$ cat src/rtl/rfr_pkg.sv
// Shared constants for the ROM -> FIFO -> RAM sequencer: default widths,
// top-FSM encoding and the counter-width helper.
package rfr_pkg;
  localparam int RFR_DATA_W = 32;
  localparam int RFR_ADDR_W = 4;

  localparam logic [1:0] ST_IDLE   = 2'd0;
  localparam logic [1:0] ST_RUN    = 2'd1;
  localparam logic [1:0] ST_FINISH = 2'd2;

  typedef enum logic [1:0] {
    IDLE   = ST_IDLE,
    RUN    = ST_RUN,
    FINISH = ST_FINISH
  } state_e;

  // Bits needed to hold values 0..v-1; called with NUM_WORDS+1.
  function automatic int clog2(input int v);
    int r = 0;
    for (int i = 0; i < 31; i++)
      if ((1 << i) < v) r = i + 1;
    return r;
  endfunction
endpackage

$ cat src/rtl/rom_fifo_ram_ctrl_if.sv
// Bundle of the ROM, FIFO and RAM side signals; master is the sequencer.
interface rom_fifo_ram_ctrl_if import rfr_pkg::*; #(
  parameter int DATA_W = RFR_DATA_W,
  parameter int ADDR_W = RFR_ADDR_W
) ();
  logic              rom_en;
  logic [ADDR_W-1:0] rom_addr;
  logic [DATA_W-1:0] rom_data;
  logic              fifo_wreq;
  logic [DATA_W-1:0] fifo_in;
  logic              fifo_wrfull;
  logic              fifo_rdreq;
  logic [DATA_W-1:0] fifo_out;
  logic              fifo_rdempty;
  logic              ram_we;
  logic [ADDR_W-1:0] ram_addr;
  logic [DATA_W-1:0] ram_din;

  modport master (
    output rom_en, rom_addr, fifo_wreq, fifo_in, fifo_rdreq, ram_we, ram_addr, ram_din,
    input  rom_data, fifo_wrfull, fifo_out, fifo_rdempty
  );
  modport slave (
    input  rom_en, rom_addr, fifo_wreq, fifo_in, fifo_rdreq, ram_we, ram_addr, ram_din,
    output rom_data, fifo_wrfull, fifo_out, fifo_rdempty
  );
endinterface

$ cat src/rtl/rfr_fill_skid.sv
// ROM issue logic plus a one-entry skid register in front of the FIFO write port.
module rfr_fill_skid import rfr_pkg::*; #(
  parameter int DATA_W    = RFR_DATA_W,
  parameter int ADDR_W    = RFR_ADDR_W,
  parameter int NUM_WORDS = 16,
  parameter int ROM_BASE  = 0,
  parameter int CNT_W     = clog2(NUM_WORDS + 1)
) (
  input  logic              clk,
  input  logic              rst_n,
  input  logic              clr_i,
  input  logic              run_i,
  input  logic              fifo_wrfull_i,
  input  logic [DATA_W-1:0] rom_data_i,
  output logic              issue_en_o,
  output logic [ADDR_W-1:0] rom_addr_o,
  output logic              fifo_wreq_o,
  output logic [DATA_W-1:0] fifo_in_o,
  output logic [CNT_W-1:0]  acc_cnt_o
);
  logic [CNT_W-1:0]  issue_cnt_q, acc_cnt_q;
  logic              pend_q, hold_vld_q;
  logic [DATA_W-1:0] hold_q;

  always_comb begin
    // A read returning into a full FIFO lands in the hold register, so
    // issuing stops until that slot has drained.
    issue_en_o  = run_i && (issue_cnt_q < CNT_W'(NUM_WORDS)) && !fifo_wrfull_i &&
                  !hold_vld_q && !(pend_q && fifo_wrfull_i);
    rom_addr_o  = issue_en_o ? ADDR_W'(ROM_BASE) + ADDR_W'(issue_cnt_q) : '0;
    fifo_wreq_o = (hold_vld_q || pend_q) && !fifo_wrfull_i;
    fifo_in_o   = !fifo_wreq_o ? '0 : (hold_vld_q ? hold_q : rom_data_i);
    acc_cnt_o   = acc_cnt_q;
  end

  always_ff @(posedge clk or negedge rst_n) begin
    if (!rst_n) begin
      issue_cnt_q <= '0;
      acc_cnt_q   <= '0;
      pend_q      <= 1'b0;
      hold_vld_q  <= 1'b0;
      hold_q      <= '0;
    end else begin
      if (clr_i) begin
        issue_cnt_q <= '0;
        acc_cnt_q   <= '0;
      end else begin
        if (issue_en_o)  issue_cnt_q <= issue_cnt_q + 1'b1;
        if (fifo_wreq_o) acc_cnt_q   <= acc_cnt_q + 1'b1;
      end
      pend_q <= issue_en_o;
      if (pend_q && fifo_wrfull_i) begin
        hold_vld_q <= 1'b1;
        hold_q     <= rom_data_i;
      end else if (hold_vld_q && !fifo_wrfull_i) begin
        hold_vld_q <= 1'b0;
      end
    end
  end
endmodule

$ cat src/rtl/rom_fifo_ram_ctrl.sv
// Sequencer: streams NUM_WORDS ROM words into the FIFO while draining the
// FIFO into consecutive RAM addresses, then pulses done.
module rom_fifo_ram_ctrl import rfr_pkg::*; #(
  parameter int DATA_W    = RFR_DATA_W,
  parameter int ADDR_W    = RFR_ADDR_W,
  parameter int NUM_WORDS = 16,
  parameter int ROM_BASE  = 0,
  parameter int RAM_BASE  = 0
) (
  input  logic clk,
  input  logic rst_n,
  input  logic start,
  output logic busy,
  output logic done,
  rom_fifo_ram_ctrl_if.master bus
);
  localparam int CNT_W = clog2(NUM_WORDS + 1);

  state_e            state_q, state_d;
  logic              run, clr, rdreq, ram_we_q;
  logic              issue_en, wreq;
  logic [ADDR_W-1:0] rom_addr, ram_addr_q;
  logic [DATA_W-1:0] fifo_in;
  logic [CNT_W-1:0]  rd_cnt, req_cnt_q, wr_cnt_q;

  assign run  = (state_q == RUN);
  assign clr  = (state_q == IDLE) && start;
  assign busy = run;
  assign done = (state_q == FINISH);

  always_comb begin
    state_d = state_q;
    case (state_q)
      IDLE:    if (start) state_d = RUN;
      RUN:     if (rd_cnt == CNT_W'(NUM_WORDS) && wr_cnt_q == CNT_W'(NUM_WORDS))
                 state_d = FINISH;
      FINISH:  state_d = IDLE;
      default: state_d = IDLE;
    endcase
  end

  always_ff @(posedge clk or negedge rst_n) begin
    if (!rst_n) state_q <= IDLE;
    else        state_q <= state_d;
  end

  rfr_fill_skid #(
    .DATA_W(DATA_W), .ADDR_W(ADDR_W), .NUM_WORDS(NUM_WORDS),
    .ROM_BASE(ROM_BASE), .CNT_W(CNT_W)
  ) u_fill (
    .clk(clk), .rst_n(rst_n), .clr_i(clr), .run_i(run),
    .fifo_wrfull_i(bus.fifo_wrfull), .rom_data_i(bus.rom_data),
    .issue_en_o(issue_en), .rom_addr_o(rom_addr),
    .fifo_wreq_o(wreq), .fifo_in_o(fifo_in), .acc_cnt_o(rd_cnt)
  );

  assign rdreq = run && (req_cnt_q < CNT_W'(NUM_WORDS)) && !bus.fifo_rdempty;

  // The RAM address is latched at the read request, so it lines up with
  // fifo_out one cycle later and holds between writes.
  always_ff @(posedge clk or negedge rst_n) begin
    if (!rst_n) begin
      req_cnt_q  <= '0;
      wr_cnt_q   <= '0;
      ram_we_q   <= 1'b0;
      ram_addr_q <= '0;
    end else begin
      if (clr) begin
        req_cnt_q <= '0;
        wr_cnt_q  <= '0;
      end else begin
        if (rdreq)    req_cnt_q <= req_cnt_q + 1'b1;
        if (ram_we_q) wr_cnt_q  <= wr_cnt_q + 1'b1;
      end
      ram_we_q <= rdreq;
      if (rdreq) ram_addr_q <= ADDR_W'(RAM_BASE) + ADDR_W'(req_cnt_q);
    end
  end

  assign bus.rom_en     = issue_en;
  assign bus.rom_addr   = rom_addr;
  assign bus.fifo_wreq  = wreq;
  assign bus.fifo_in    = fifo_in;
  assign bus.fifo_rdreq = rdreq;
  assign bus.ram_we     = ram_we_q;
  assign bus.ram_addr   = ram_addr_q;
  assign bus.ram_din    = ram_we_q ? bus.fifo_out : '0;
endmodule

$ cat src/flat_wrapper.sv
// flat-port wrapper written by rule: the top's interface ports become plain ports
module rom_fifo_ram_ctrl_flat import rfr_pkg::*;
#(
  parameter int DATA_W    = RFR_DATA_W,
  parameter int ADDR_W    = RFR_ADDR_W,
  parameter int NUM_WORDS = 16,
  parameter int ROM_BASE  = 0,
  parameter int RAM_BASE  = 0
)
  (clk, rst_n, start, busy, done, bus_rom_en, bus_rom_addr, bus_fifo_wreq, bus_fifo_in, bus_fifo_rdreq, bus_ram_we, bus_ram_addr, bus_ram_din, bus_rom_data, bus_fifo_wrfull, bus_fifo_out, bus_fifo_rdempty);
  rom_fifo_ram_ctrl_if #(.DATA_W(DATA_W), .ADDR_W(ADDR_W)) bus_i ();
  input  logic clk;
  input  logic rst_n;
  input  logic start;
  output logic busy;
  output logic done;
  output wire logic [$bits(bus_i.rom_en)-1:0] bus_rom_en;
  output wire logic [$bits(bus_i.rom_addr)-1:0] bus_rom_addr;
  output wire logic [$bits(bus_i.fifo_wreq)-1:0] bus_fifo_wreq;
  output wire logic [$bits(bus_i.fifo_in)-1:0] bus_fifo_in;
  output wire logic [$bits(bus_i.fifo_rdreq)-1:0] bus_fifo_rdreq;
  output wire logic [$bits(bus_i.ram_we)-1:0] bus_ram_we;
  output wire logic [$bits(bus_i.ram_addr)-1:0] bus_ram_addr;
  output wire logic [$bits(bus_i.ram_din)-1:0] bus_ram_din;
  input wire logic [$bits(bus_i.rom_data)-1:0] bus_rom_data;
  input wire logic [$bits(bus_i.fifo_wrfull)-1:0] bus_fifo_wrfull;
  input wire logic [$bits(bus_i.fifo_out)-1:0] bus_fifo_out;
  input wire logic [$bits(bus_i.fifo_rdempty)-1:0] bus_fifo_rdempty;
  assign bus_rom_en = bus_i.rom_en;
  assign bus_rom_addr = bus_i.rom_addr;
  assign bus_fifo_wreq = bus_i.fifo_wreq;
  assign bus_fifo_in = bus_i.fifo_in;
  assign bus_fifo_rdreq = bus_i.fifo_rdreq;
  assign bus_ram_we = bus_i.ram_we;
  assign bus_ram_addr = bus_i.ram_addr;
  assign bus_ram_din = bus_i.ram_din;
  assign bus_i.rom_data = bus_rom_data;
  assign bus_i.fifo_wrfull = bus_fifo_wrfull;
  assign bus_i.fifo_out = bus_fifo_out;
  assign bus_i.fifo_rdempty = bus_fifo_rdempty;
  rom_fifo_ram_ctrl #(.DATA_W(DATA_W), .ADDR_W(ADDR_W), .NUM_WORDS(NUM_WORDS), .ROM_BASE(ROM_BASE), .RAM_BASE(RAM_BASE)) u_core (.clk(clk), .rst_n(rst_n), .start(start), .busy(busy), .done(done), .bus(bus_i));
endmodule
$ cat config.mk
export PLATFORM = sky130hd
export DESIGN_NAME = rom_fifo_ram_ctrl_flat
export DESIGN_NICKNAME = d
export VERILOG_FILES = /design/src/rtl/rfr_pkg.sv /design/src/rtl/rom_fifo_ram_ctrl_if.sv /design/src/rtl/rfr_fill_skid.sv /design/src/rtl/rom_fifo_ram_ctrl.sv /design/src/flat_wrapper.sv
export SDC_FILE = /design/constraint.sdc
export NUM_CORES = 1
export LEC_CHECK = 0
export BUFFER_PORTS_ARGS = -buffer_cell sky130_fd_sc_hd__buf_2
export CORE_UTILIZATION = 45
export CTS_CLUSTER_SIZE = 28
export DETAILED_ROUTE_END_ITERATION = 8
export GPL_TIMING_DRIVEN = 0
export PLACE_DENSITY = 0.77
export SYNTH_ARGS = -nofsm -noshare
export SYNTH_HDL_FRONTEND = slang
export SYNTH_SLANG_ARGS = --single-unit
$ cat constraint.sdc
create_clock -name clk -period 2.1 [get_ports clk]
set_input_delay 0.105 -clock clk [delete_from_list [all_inputs] [get_ports clk]]
set_output_delay 0.105 -clock clk [all_outputs]
set_load 0.05 [all_outputs]
==> results of run 1 <==
==> worst paths after layout <==
kind	start	to	slack, ps	cells after the start
setup reg to reg	u_core.state_q[1]$_DFFE_PN0P_	u_core.wr_cnt_q[1]$_DFFE_PN0P_	320	4
hold / removal	bus_rom_data[3]	u_core.u_fill.hold_q[3]$_DFFE_PN0P_	10	2
setup / recovery	u_core.state_q[1]$_DFFE_PN0P_	bus_rom_addr[2]	60	4
hold reg to reg	u_core.u_fill.hold_q[6]$_DFFE_PN0P_	u_core.u_fill.hold_q[6]$_DFFE_PN0P_	500	1
min in group asynchronous	rst_n	u_core.u_fill.hold_q[24]$_DFFE_PN0P_	400	2
max in group asynchronous	rst_n	u_core.req_cnt_q[1]$_DFFE_PN0P_	1190	2
==> sequential cells by signal (all words and copies together) (netlist names) <==
signal and flops:
u_core.u_fill.hold_q 32, u_core.req_cnt_q 5, u_core.u_fill.acc_cnt_o 5, u_core.u_fill.issue_cnt_q 5, u_core.wr_cnt_q 5, u_core.bus.ram_addr 4, u_core.state_q 2, u_core.bus.ram_we 1
u_core.u_fill.hold_vld_q 1, u_core.u_fill.pend_q 1
==> cells in the mapped netlist (2+ instances only) <==
cell type   n
nor2_1     41
nand2_1    11
xor2_1      3
nand4_1     3
or3_1       2
or4_1       3
o21ai_0     3
mux2i_1    38
inv_1       9
o31ai_1     2
mux2_2     36
clkbuf_1    9
dfrtp_1    61
ha_1        6
nand3_1     2
buf_2       4
xnor2_1     3
buf_1       5
a21oi_1     5
nand2b_1    3
and2_1     37
==> per-layer routing <==
metal	track usage [%]	routed length, um	up-vias
met5	0	0	-
met4	6.36	65	0
met3	7.71	601	7
met2	38.9	3910	116
met1	21.4	3070	1314
li1	-	-	1363
==> cells in the final DEF, fill, tap and decap left out, types with 2 or more instances in the layout <==
master / n
clkbuf_1: 5
clkbuf_8: 11
buf_2: 147
nor2_1: 41
buf_4: 5
buf_1: 3
clkinv_2: 2
ha_1: 6
or4_1: 3
a21oi_1: 5
mux2i_1: 38
o21ai_0: 3
mux2_2: 36
and2_1: 37
or3_1: 2
dfrtp_1: 61
inv_1: 9
nand3_1: 2
buf_6: 3
clkbuf_2: 3
nand2b_1: 3
xnor2_1: 3
dlygate4sd3_1: 14
nand2_1: 11
xor2_1: 3
nand4_1: 3
o31ai_1: 2
==> area by class of cell <==
cell class / instances / area, um^2
Clock buffer: 11 / 151
Multi-Input combinational cell: 212 / 1600
Timing Repair Buffer: 163 / 917
Sequential cell: 61 / 1530
Tap cell: 96 / 120
Inverter: 9 / 33.8
Buffer: 17 / 75.1
Clock inverter: 4 / 47.5
Fill cell: 554 / 2400
==> stage by stage <==
| step | instances | power (uW) | setup TNS, ps |
|---|---|---|---|
| CTS | 569 | 6320 | 0 |
| finish | 573 | 6300 | 0 |
| global placement | 542 | 5090 | 0 |
| global route | 573 | 6680 | -19.7 |
| detailed placement | 542 | 5220 | 0 |
| floorplan | 300 | 4490 | 0 |
==> power breakdown <==
part	internal (uW)	switching, uW	leakage [uW]
combinational	1130	1970	0.00146
sequential	1750	394	0.000722
clock	602	464	0.000101
==> repair_timing <==
| item | 4_1_cts | 5_1_grt |
|---|---|---|
| buffers inserted | 0 | 3 |
| endpoints found under the setup margin | 34 | 44 |
| pin swaps | 0 | 1 |
| hold buffers | 12 | 2 |
| gates resized for setup | 8 | 5 |
| gates cloned | 0 | 0 |
| endpoints found under the hold margin | 12 | 62 |
==> worst reg2reg max path, stage by stage (launching register included) <==
cell      delay (ps)
dfrtp_1          430
buf_4            150
nor3b_1          510
clkbuf_1         440
nor2_1           110
==> logic make-up (layout without fill, tap and decap cells) <==
| logic type | after synthesis | in the layout | synth area share (%) |
|---|---|---|---|
| simple gates | 111 | 111 | 18.0 |
| mux | 74 | 74 | 24.4 |
| flops | 61 | 61 | 47.3 |
| compound gates | 15 | 15 | 2.99 |
| buf+inv | 27 | 204 | 3.30 |
| xor+xnor | 6 | 6 | 1.63 |
| fa+ha+maj | 6 | 6 | 2.33 |
==> impl_metrics.json, run 1 <==
{
  "status": "completed",
  "cp-end-kind": "output pin",
  "drt-initial-drc-count": 118,
  "post-route-period-util_pct": 97.1,
  "synth_seq_area_share_pct": 47.3,
  "pre_cts_slack_ps": 237,
  "ys_warn_count": 0,
  "grt_pass1_vias": 2598,
  "nets": 548,
  "cts_tree": "built",
  "synth_area_um2": 3220,
  "cts.htree.levels": 3,
  "period_minus_slack_ps": 2040,
  "via_per_inst": 4.89,
  "dieArea_um2": 7510,
  "track_usage_pct": 20.8,
  "fmax_ghz": 0.490,
  "final_area_um2": 4470,
  "whs_ps": 13.0,
  "startpoint_type": "flip-flop",
  "path_clk_slew_ps": 70,
  "worst_slack_ps": 60.4,
  "min_path_type": "in2reg",
  "gp_congestion": 0.737,
  "slew_headroom_pct": 48.2,
  "clkSinkCount": 61,
  "crit_path_max_incr_delay_ps": 600,
  "synth_seq_cells": 61,
  "die_w_um": 86.6,
  "cellLeakagePower_uw": 0.00228,
  "hold_viol_final": 0,
  "drive_gt1_share_pct": 44.4,
  "worst_pin_slew_ps": 777,
  "power_density_nw_per_um2": 1410,
  "core_um2": 6870,
  "ios": 147,
  "ant_nets": 0,
  "path_class": "reg2out",
  "rows": 30,
  "start_util_pct": 46.9,
  "clk_latency_ps": 340,
  "worstPathArrival_ps": 1930,
  "path_max_fanout": 8,
  "worst_path_dominant_cell_family": "simple AND/OR/NAND/NOR gates",
  "synth_top_area_cell": "dfrtp_1",
  "clock_path_buffers": 2,
  "critical_path_required_ps": 2000,
  "synthDistinctLibCells": 35,
  "numCtsBuffers": 9,
  "post_synth_main_area_contributors": "dfrtp_1 47%, mux2_2 13%, mux2i_1 12%",
  "grt_max_degree": 62,
  "wirelength_um": 7660,
  "cpMaxStageDelayCell": "or4b_4",
  "wl_per_cell_um": 13.4,
  "syn-num-nets": 375,
  "synth_top_area_share_pct": 47.3,
  "synthArstFlopShare_pct": 100,
  "path_buf_inv": 1,
  "slew_violations": 0,
  "drcViolationCount": 0,
  "grt_overflow": 0,
  "diodes": 0,
  "grt_pass1_wl_um": 11700,
  "ir_drop_uv": 781,
  "dpl_cell_area_um2": 4080,
  "avgSynthCellArea_um2": 10.7,
  "fin_skew_ps": 8.86,
  "maxCapViolations": 0,
  "place.port_buffers": 146,
  "synth_edf_count": 0,
  "final_core_util_pct": 65.0,
  "antenna_found_initial": 0,
  "die_h_um": 86.6,
  "area_growth_pct": 38.6,
  "cts_root_buf": "clkbuf_8",
  "setup_viol": 0,
  "synthFlopType": "dfrtp_1",
  "vias": 2800,
  "path_cells": "or4b_4 -> nor2_4 -> and2_1 -> buf_4",
  "drt-pass1-iter-count": 4,
  "syn_inst": 300,
  "hpwl_um": 5550
}
Power figures use the tool's default switching activity.
==> inputs of run 2 (changes only) <==
--- a/config.mk
+++ b/config.mk
@@ -9,6 +9,7 @@
 export CORE_UTILIZATION = 45
 export CTS_CLUSTER_SIZE = 28
 export DETAILED_ROUTE_END_ITERATION = 8
+export GPL_ROUTABILITY_DRIVEN = 0
 export GPL_TIMING_DRIVEN = 0
 export PLACE_DENSITY = 0.77
 export SYNTH_ARGS = -nofsm -noshare
==> constraint.sdc (replaced) <==
create_clock -name clk -period 2.1 [get_ports clk]
set_input_delay 0.315 -clock clk [delete_from_list [all_inputs] [get_ports clk]]
set_output_delay 0.315 -clock clk [all_outputs]
set_load 0.05 [all_outputs]
==> impl_metrics.json, run 2 (synthesis results as in run 1) <==
{
  "ant_nets": 0,
  "worstPathArrival_ps": 1750,
  "antenna_found_initial": 0,
  "area_growth_pct": 37.7,
  "core_um2": 6870,
  "placed_cells": 542,
  "period_minus_slack_ps": 2070,
  "grt_pass1_wl_um": 12000,
  "pre_cts_slack_ps": 9.36,
  "ctsHoldBuffers": 0,
  "startpoint_type": "flip-flop",
  "diodes": 0,
  "top_register": "u_core.u_fill.hold_q",
  "whs_ps": 39.2,
  "start_util_pct": 46.9,
  "critical_path_required_ps": 1780,
  "rows": 30,
  "clock_path_buffers": 2,
  "final_cell_mix": "141 x buf_2, 60 x dfrtp_1, 41 x nor2_1",
  "final_area_um2": 4440,
  "die_w_um": 86.6,
  "hpwl_um": 5520,
  "clkSinkCount": 61,
  "drcViolationCount": 0,
  "path_max_fanout": 7,
  "r2r_end": "u_core.u_fill.issue_cnt_q[3]$_DFFE_PN0P_",
  "path_class": "reg2out",
  "grt_max_degree": 62,
  "rsz0062_at_grt": "true",
  "post-route-period-util_pct": 98.4,
  "drive_gt1_share_pct": 47.5,
  "cts_tree": "built",
  "drt-initial-drc-count": 59,
  "wl_per_cell_um": 13.3,
  "drt-pass1-iter-count": 4,
  "maxCapViolations": 0,
  "cp-end-kind": "output pin",
  "ir_drop_uv": 941,
  "worst_pin_slew_ps": 781,
  "stdcell_count": 565,
  "largest_register_ffs": 32,
  "worst_r2r_path_depth": 4,
  "hold_viol_final": 0,
  "vias": 2789,
  "track_usage_pct": 20.9,
  "finalSetupTns_ps": 0,
  "cts_root_buf": "clkbuf_8",
  "nets": 541,
  "status": "completed",
  "fin_skew_ps": 4.41,
  "worst_slack_ps": 33.3,
  "worst-r2r-setup-slack_ps": 310,
  "grt_pass1_vias": 2711,
  "final_common_cell": "buf_2",
  "min_path_type": "in2async",
  "wirelength_um": 7540,
  "ios": 147,
  "grt_overflow": 0,
  "die_h_um": 86.6,
  "fill_cells": 567,
  "clk_latency_ps": 330,
  "via_per_inst": 4.94,
  "multi_input_area_um2": 1610,
  "slew_headroom_pct": 47.9,
  "cts.htree.levels": 3,
  "place.port_buffers": 146,
  "endpoint": "bus_rom_addr[2]",
  "r2r_start": "u_core.u_fill.issue_cnt_q[4]$_DFFE_PN0P_",
  "fmax_ghz": 0.484,
  "seq_area_um2": 1530,
  "power_density_nw_per_um2": 1450,
  "slew_violations": 0,
  "dieArea_um2": 7510,
  "cellLeakagePower_uw": 0.00227,
  "path_clk_slew_ps": 70,
  "startpoint": "u_core.u_fill.issue_cnt_q[4]$_DFFE_PN0P_",
  "setup_viol": 0,
  "numCtsBuffers": 9,
  "dpl_cell_area_um2": 4090
}
==> run 2: cell count changes in the layout (fill, tap and decap cells not counted), sizes merged <==
cell	change
dlygate4sd3	-14
buf	+5
clkbuf	+4
clkinv	-2
clkinvlp	-1
==> run 2: layout make-up <==
| cell class | instances | area share (%) |
|---|---|---|
| multi-input combinational | 212 | 36.3 |
| sequential | 61 | 34.4 |
| timing repair buffer | 156 | 19.2 |
| clock buffer | 13 | 3.80 |
| tap | 96 | 2.70 |
| buffer | 17 | 2.23 |
| inverter | 9 | 0.761 |
| clock inverter | 1 | 0.676 |
==> run 2: repair_timing <==
| action | 4_1_cts | 5_1_grt |
|---|---|---|
| setup endpoints to repair | 65 | 37 |
| setup buffers | 7 | 3 |
| pin swaps | 4 | 3 |
| resized for setup | 24 | 11 |
==> run 2: per-layer routing <==
layer / track usage [%] / up-vias / part of all wire [%]
met5: 0 / - / 0
met4: 7.27 / 0 / 1.5
met3: 6.95 / 10 / 8.1
met2: 37.6 / 118 / 50
met1: 22.9 / 1314 / 40
li1: - / 1347 / -
==> run 2: how the worst min path moves through the flow <==
stage | from | end | cells after the start
after floorplan | rst_n | u_core.bus.ram_addr[0]$_DFFE_PN0P_ | 0
after global placement | u_core.u_fill.hold_q[25]$_DFFE_PN0P_ | u_core.u_fill.hold_q[25]$_DFFE_PN0P_ | 1
after detailed placement | u_core.bus.ram_addr[1]$_DFFE_PN0P_ | u_core.bus.ram_addr[1]$_DFFE_PN0P_ | 1
after CTS | bus_rom_data[14] | u_core.u_fill.hold_q[14]$_DFFE_PN0P_ | 2
after global routing | rst_n | u_core.u_fill.hold_q[12]$_DFFE_PN0P_ | 1
final | rst_n | u_core.u_fill.hold_q[24]$_DFFE_PN0P_ | 1
==> run 2: worst max-delay path, stage by stage (launching register included) <==
cell,delay (ps)
dfrtp_1,380
or4b_4,550
nor2_4,170
and2_4,170
buf_8,140
==> run 2: through the flow <==
step | power, uW | util [%]
after floorplan | 4490 | -
after global placement | 5090 | 59.5
after detailed placement | 5220 | 59.5
after CTS | 6410 | 63.9
after global routing | 6830 | 64.6
final | 6430 | 64.6
==> run 2: power breakdown <==
group          leakage, uW  switching [uW]  internal [uW]
registers         0.000721             402           1750
logic              0.00145            2000           1220
clock network     0.000102             430            633
==> inputs of run 3 (changes only) <==
==> constraint.sdc (replaced) <==
create_clock -name clk -period 2.2 [get_ports clk]
set_input_delay 0.33 -clock clk [delete_from_list [all_inputs] [get_ports clk]]
set_output_delay 0.33 -clock clk [all_outputs]
set_load 0.05 [all_outputs]
==> impl_metrics.json, run 3 (synthesis results as in run 1) <==
{
  "status": "completed",
  "cp-end-kind": "output pin",
  "clkSinkCount": 61,
  "area_growth_pct": 35.8,
  "rows": 30,
  "wirelength_um": 7460,
  "period_minus_slack_ps": 2150,
  "fill_cells": 562,
  "path_class": "reg2out",
  "ant_nets": 0,
  "drive_gt1_share_pct": 46.6,
  "worstPathArrival_ps": 1820,
  "setup_viol": 0,
  "wl_per_cell_um": 13.3,
  "swShare_pct": 44.7,
  "cellLeakagePower_uw": 0.00224,
  "post-route-period-util_pct": 97.5,
  "dpl_cell_area_um2": 4080,
  "ios": 147,
  "die_h_um": 86.6,
  "drt-pass1-iter-count": 4,
  "rsz0062_at_grt": "true",
  "cts_tree": "built",
  "slew_violations": 0,
  "clock_path_buffers": 2,
  "p_switching_uw": 2700,
  "diodes": 0,
  "maxCapViolations": 0,
  "grt_overflow": 0,
  "top_register": "u_core.u_fill.hold_q",
  "path_max_fanout": 7,
  "comb_power_share_pct": 49.5,
  "critical_path_required_ps": 1870,
  "startpoint": "u_core.state_q[0]$_DFFE_PN0P_",
  "placed_cells": 542,
  "place.port_buffers": 146,
  "hold_viol_final": 0,
  "finalSetupTns_ps": 0,
  "numCtsBuffers": 9,
  "start_util_pct": 46.9,
  "grt_pass1_vias": 2583,
  "grt_max_degree": 62,
  "grt_pass1_wl_um": 11500,
  "stdcell_count": 560,
  "drcViolationCount": 0,
  "startpoint_type": "flip-flop",
  "vias": 2771,
  "final_common_cell": "buf_2",
  "r2r_start": "u_core.state_q[1]$_DFFE_PN0P_",
  "worst_pin_slew_ps": 769,
  "hpwl_um": 5550,
  "via_per_inst": 4.95,
  "antenna_found_initial": 0,
  "fin_total_pwr_uw": 6050,
  "final_cell_mix": "141 x buf_2, 61 x dfrtp_1, 41 x nor2_1",
  "power_frac_seq_pct": 33.8,
  "min_path_type": "in2async",
  "fin_skew_ps": 7.56,
  "power_density_nw_per_um2": 1380,
  "clk_latency_ps": 340,
  "final_area_um2": 4380,
  "core_um2": 6870,
  "intPower_uw": 3350,
  "fmax_ghz": 0.466,
  "largest_register_ffs": 32,
  "cts.htree.levels": 3,
  "final_core_util_pct": 63.7,
  "cts_root_buf": "clkbuf_8",
  "ir_drop_uv": 742,
  "path_clk_slew_ps": 70,
  "nets": 535,
  "dieArea_um2": 7510,
  "track_usage_pct": 20.4,
  "clkPwrFrac_pct": 16.7,
  "die_w_um": 86.6,
  "slew_headroom_pct": 48.8,
  "drt-initial-drc-count": 102
}
## run 3: path summary, 6_finish.rpt
| kind | end | slack, ps | cells after the start |
|---|---|---|---|
| hold / removal | u_core.u_fill.hold_q[24]$_DFFE_PN0P_ | 60 | 1 |
| max in group asynchronous | u_core.req_cnt_q[1]$_DFFE_PN0P_ | 1630 | 1 |
| setup reg to reg | u_core.wr_cnt_q[1]$_DFFE_PN0P_ | 460 | 4 |
| min in group clk | u_core.u_fill.hold_q[19]$_DFFE_PN0P_ | 230 | 2 |
| hold reg to reg | u_core.u_fill.hold_q[6]$_DFFE_PN0P_ | 500 | 1 |
| setup / recovery | bus_rom_addr[2] | 50 | 4 |
## run 3: critical path, cell delays in order, from the launching register on
cell and delay, ps:
dfrtp_1 440, or4b_4 540, nor2_4 180, and2_1 160, buf_6 150
## run 3: routing by layer
layer / vias to the layer above / GRT usage [%] / wire [um]
met5: - / 0 / 0
met4: 0 / 6.67 / 68
met3: 8 / 7.90 / 612
met2: 116 / 37.2 / 3770
met1: 1307 / 21.6 / 3010
li1: 1340 / - / -
## run 3: repair_timing
action	4_1_cts	5_1_grt
setup buffers	3	1
hold buffers	0	0
setup endpoints to repair	37	36
pin swaps	1	2
gates resized for setup	11	19
## run 3: per-stage QoR
| step | setup WS (ps) | hold WS, ps |
|---|---|---|
| floorplan | 38.2 | 34.4 |
| global placement | 129 | 487 |
| global route | -17.8 | 132 |
| CTS | 5.91 | 214 |
| detailed placement | 91.3 | 491 |
| finish | 54.7 | 61.3 |
## run 3: power groups by stage
stage               combinational (uW)  clock (uW)  sequential, uW
floorplan                         2180           0            2100
global placement                  2850           0            2000
detailed placement                2940           0            2040
CTS                               2960        1040            2040
global route                      3210        1090            2120
finish                            2990        1010            2050
## run 3: final cells by class
| cell class | instances | area [um^2] | share of cell area, % |
|---|---|---|---|
| multi-input combinational | 212 | 1600 | 36.6 |
| sequential | 61 | 1530 | 34.9 |
| buffer | 17 | 92.6 | 2.11 |
| tap | 96 | 120 | 2.74 |
| inverter | 9 | 33.8 | 0.772 |
| timing repair buffer | 150 | 802 | 18.3 |
| clock buffer | 11 | 151 | 3.46 |
| clock inverter | 4 | 47.5 | 1.09 |
